`src/rtl/gray_counter.sv`:
```
// Up/down Gray-code counter with binary mirror, load, wrap/saturate and overflow pulse.
// One-cycle latency for g/bin/ovf; at_term is combinational from bin and up.
module gray_counter #(
  parameter int W    = 3,
  parameter bit WRAP = 1'b1
) (
  input  logic         clk,
  input  logic         rst_n,
  input  logic         en,
  input  logic         up,
  input  logic         load,
  input  logic [W-1:0] load_val,
  output logic [W-1:0] g,
  output logic [W-1:0] bin,
  output logic         ovf,
  output logic         at_term
);

  localparam logic [W-1:0] MAX = '1;
  localparam logic [W-1:0] ONE = W'(1);

  logic [W-1:0] step_val;
  logic [W-1:0] next_bin;
  logic         next_ovf;

  // at_term depends only on bin and up, never on ovf, so no loop exists.
  assign at_term  = up ? (bin == MAX) : (bin == '0);
  assign step_val = up ? (bin + ONE) : (bin - ONE);

  always_comb begin
    next_bin = bin;
    next_ovf = 1'b0;
    if (load) begin
      next_bin = load_val;
    end else if (en) begin
      if (at_term) begin
        next_ovf = 1'b1;
        next_bin = WRAP ? step_val : bin;
      end else begin
        next_bin = step_val;
      end
    end
  end

  // g is derived from next_bin so both registers always update together.
  always_ff @(posedge clk) begin
    if (!rst_n) begin
      bin <= '0;
      g   <= '0;
      ovf <= 1'b0;
    end else begin
      bin <= next_bin;
      g   <= next_bin ^ (next_bin >> 1);
      ovf <= next_ovf;
    end
  end

endmodule

```
`config.mk`:
```
export PLATFORM = sky130hd
export DESIGN_NAME = gray_counter
export DESIGN_NICKNAME = d
export VERILOG_FILES = /design/src/rtl/gray_counter.sv
export SDC_FILE = /design/constraint.sdc
export NUM_CORES = 1
export LEC_CHECK = 0
export ABC_AREA = 1
export CORE_AREA = 2 2 39 41
export CTS_BUF_LIST = sky130_fd_sc_hd__clkbuf_4 sky130_fd_sc_hd__clkbuf_8 sky130_fd_sc_hd__clkbuf_16
export CTS_CLUSTER_DIAMETER = 80
export DETAILED_ROUTE_END_ITERATION = 7
export DIE_AREA = 0 0 41 43
export GPL_TIMING_DRIVEN = 0
export PLACE_DENSITY_LB_ADDON = 0.08
export SLEW_MARGIN = 20
export SYNTH_ARGS = -nofsm -noshare
export SYNTH_HDL_FRONTEND = slang
export SYNTH_SLANG_ARGS = --single-unit
```
`constraint.sdc`:
```
create_clock -name clk -period 3.5 [get_ports clk]
set_clock_uncertainty 0.05 [all_clocks]
set_input_delay 0.525 -clock clk [delete_from_list [all_inputs] [get_ports clk]]
set_output_delay 0.525 -clock clk [all_outputs]
set_load 0.01 [all_outputs]
```
* Word level (Yosys, flattened, before mapping)
Index checks and enable logic that the tools add are counted.
Storage, ports and cells: input bits 8, register bits after elaboration 7, logic and storage cells 16, output and inout bits 8
Cells by class: equality and inequality tests 1, reduce and logical (&&, ||, !) cells 2, mux-type cells 5, $add $sub $neg 2, bitwise operators 3
Operators with widths (count):
- 3-bit 2-to-1 mux | 3
- 3-bit by 1-bit adder with 3-bit output, second input constant | 1
- 3-bit equality test, second input constant | 1
- 3-bit zero test | 1
- 3-bit OR reduction | 1
- 3-bit by 1-bit subtractor with 3-bit output, second input constant | 1
- 3-bit by 2-bit bitwise XOR with 3-bit output | 1
- 1-bit 2-to-1 mux | 2
- 1-bit NOT | 2

* Depth between registers and ports, before layout
word-level depth 5, gate-level depth with buffers 10, depth with buffers taken out 10

* Worst setup path after synthesis
Ideal clock, no wire load.
path kind input-to-reg, start input up, end register g[0], cell stages on the path 9, buffers on the path 0, setup time 0.113 ns, data arrival time 1.499 ns, required time 3.337 ns, setup slack 1.839 ns, cells stage by stage inv_2 > fa_1 > nand2_1 > o21ai_1 > nand2_1 > nand2_2 > inv_2 > nor2_1 > nor2_1
On the way: word-level cells in the longest chain between the ends 4
Ends and longest elaborated chain:
- from (decl) | RTL line 10 | input logic up,
- 3-bit 2-to-1 mux | RTL line 28 | assign step_val = up ? (bin + ONE) : (bin - ONE);
- 3-bit 2-to-1 mux | RTL line 35 | end else if (en) begin
- 3-bit 2-to-1 mux | RTL line 33 | if (load) begin
- 3-bit by 2-bit bitwise XOR with 3-bit output | RTL line 53 | g <= next_bin ^ (next_bin >> 1);
- to (signal assigned) | RTL line 53
- to (decl) | RTL line 13 | output logic [W-1:0] g,
Every way passes these cells. A chain may end at the register's enable or synchronous reset.

* Worst setup path in the final report
start input up, end output at_term
On the way: word-level cells in the longest chain between the ends 1
Ends and longest elaborated chain:
- 1-bit 2-to-1 mux | RTL line 27 | assign at_term = up ? (bin == MAX) : (bin == '0);
- to (decl) | RTL line 16 | output logic at_term
Every way passes these cells.

==> impl_metrics.env <==
export IMPL_post_route_drc_count=0
export IMPL_arrival_ps=1930
export IMPL_power_leakage_uw=0.000235
export IMPL_portBuffers=15
export IMPL_path_delay_family="buffers and inverters"
export IMPL_crit_top_cell="clkdlybuf4s50_1"
export IMPL_instances_no_fill=81
export IMPL_grt_max_degree=6
export IMPL_dp_cells=78
export IMPL_antenna_found_initial=0
export IMPL_worstSetupEndpointType="output pin"
export IMPL_gr_usage_all_layers=0.0925
export IMPL_gr_total_overflow=0
export IMPL_crit_type="in2out"
export IMPL_die_w_um=41
export IMPL_timing_final_crit_share=0.716
export IMPL_power_density_mw_per_mm2=374
export IMPL_critPathBufInv=3
export IMPL_cts_buffers=3
export IMPL_ys_seq_area_frac=0.336
export IMPL_fin_nets=76
export IMPL_fp_dieH_um=43
export IMPL_syn_nets=56
export IMPL_gp_congestion=0.663
export IMPL_fp_dieArea_mm2=0.00176
export IMPL_cp_slowest_stage_delay_ps=570
export IMPL_layout_drive_gt1_share=0.262
export IMPL_cts_sinks=6
export IMPL_cap_violations=0
export IMPL_viasPerCell=4.36
export IMPL_clock_latency_ps=240
export IMPL_syn_avg_cell_area_um2=7.61
export IMPL_area_growth_synth_to_final_pct=53.8
export IMPL_drt_pass1_iterations=1
export IMPL_r2r_cells=9
export IMPL_routed_wl_um=708
export IMPL_worstPathMaxFanout=3
export IMPL_relSlewSlack=0.841
export IMPL_synth_cells=47
export IMPL_finalHoldViolations=0
export IMPL_cts_max_level=1
export IMPL_crit_chain="clkdlybuf4s50_1 -> inv_2 -> nand2_4 -> o31ai_2 -> clkdlybuf4s50_1"
export IMPL_grt_pass1_wl_um=1090
export IMPL_setup_viol=0
export IMPL_clkTransAtPathRegs_ps=50
export IMPL_antenna_left=0
export IMPL_vias=353
export IMPL_start_kind="input pin"
export IMPL_dpl_hpwl_um=601
export IMPL_cp_required_ps=2920
export IMPL_n_antenna_cell=0
export IMPL_ys_seq_elements=6
export IMPL_clockBufferDepth=2
export IMPL_crit_cells=5
export IMPL_drv_slew=0
export IMPL_first_iter_violations=0
export IMPL_wl_per_cell_um=8.74
export IMPL_cts_tree="yes"
export IMPL_yosysWarnings=0
export IMPL_initial_utilization=0.259
export IMPL_holdPathStages=2
export IMPL_netlist_area_um2=358
export IMPL_min_period_ps=2500
export IMPL_rsz0062_at_grt="false"
export IMPL_slowest_stage="clkdlybuf4s50_1"
export IMPL_timing_fmax_mhz=399
export IMPL_pin_count=16
export IMPL_rows=14
export IMPL_cts_root_buf="clkbuf_4"
export IMPL_tns_ps=0
export IMPL_core_area_mm2=0.00138
export IMPL_worstHoldPathType="reg2reg"
export IMPL_yosysUniqueCellTypes=20
export IMPL_max_slew_worst_pin_slew_ps=239
export IMPL_status="complete, no violations"
export IMPL_hold_buffers=0
export IMPL_grt_pass1_vias=288
export IMPL_vdd_drop_max_v=0.000203
export IMPL_post_cts_resized=0
export IMPL_post_cts_setup_buffers=0
-- cells by family (layout without fill, tap and decap cells) --
group	after synthesis	after routing	share of synthesized area
adder cells (fa/ha/maj)	1	1	0.0559
AND/OR/NAND/NOR	26	26	0.388
XOR/XNOR	1	1	0.0245
flip-flops	6	6	0.336
buffers and inverters	8	26	0.0944
AO/OA/AOI/OAI	5	5	0.101
-- per-stage QoR --
step	total power, uW	area [um2]	hold slack, ps	utilization	worst slack (ps)
after floorplan	115	358	595	-	1840
after global placement	145	528	648	0.382	985
after detailed placement	145	528	656	0.382	987
after CTS	209	551	670	0.398	980
after global routing	223	551	690	0.398	900
final	206	551	660	0.398	995
-- synthesized netlist by cell type (all sizes together) --
| library cell | number | area (um2) |
|---|---|---|
| xnor2 | 1 | 8.76 |
| inv | 7 | 26.3 |
| nand3 | 2 | 10.0 |
| dfxtp | 6 | 120 |
| fa | 1 | 20.0 |
| nor2 | 7 | 36.3 |
| nand2 | 15 | 73.8 |
| o31ai | 1 | 12.5 |
| nand4 | 1 | 6.26 |
| o21ai | 3 | 18.8 |
| buf | 1 | 7.51 |
| nor3b | 1 | 12.5 |
| a21oi | 1 | 5.00 |
-- path summary, 6_finish.rpt --
path | startpoint | end | slack (ps)
setup / recovery | up | at_term | 1000
hold / removal | bin[1]$_SDFF_PN0_ | ovf$_SDFF_PP0_ | 660
setup reg to reg | bin[0]$_SDFF_PN0_ | g[0]$_SDFF_PN0_ | 1910
hold reg to reg | bin[1]$_SDFF_PN0_ | ovf$_SDFF_PP0_ | 660
-- metal layers --
metal,share of wire,vias to the layer above,track usage
met4,0.0099,0,0.0600
li1,-,184,-
met5,0,-,0
met2,0.46,11,0.131
met1,0.45,156,0.113
met3,0.075,2,0.0314
-- power by group --
group / switching [uW] / internal (uW)
registers: 5.09 / 74.7
clock network: 24.5 / 38.8
logic: 28.8 / 34.2
-- worst register-to-register path, stage by stage, from the launching register on --
cell and delay, ps:
dfxtp_1 440, fa_1 460, nand2_1 70, o21ai_1 60, nand2_1 80, nand2_2 70
inv_2 80, nor2_4 30, nor2_1 100, nor2_1 40
-- cell type report --
type                       instances  area (um2)
fill                             157         833
multi-input combinational         33         204
timing repair buffer              15         150
sequential                         6         120
inverter                           7        26.3
clock buffer                       3        22.5
tap                               16        20.0
buffer                             1        7.51
-- registers in the layout, indices dropped and copies added (netlist names) --
name and flops:
ovf 1, bin 2, g 3
-- placed cells by master (no fill, tap or decap), drive strengths merged --
| cell | n |
|---|---|
| clkdlybuf4s50 | 15 |
| nand2 | 15 |
| nor2 | 7 |
| inv | 7 |
| dfxtp | 6 |
| clkbuf | 3 |
| o21ai | 3 |
| nand3 | 2 |
| nand4 | 1 |
| o31ai | 1 |
| xnor2 | 1 |
| a21oi | 1 |
| nor3b | 1 |
| fa | 1 |
| buf | 1 |
Note: power is estimated with default switching activity, not from simulation.
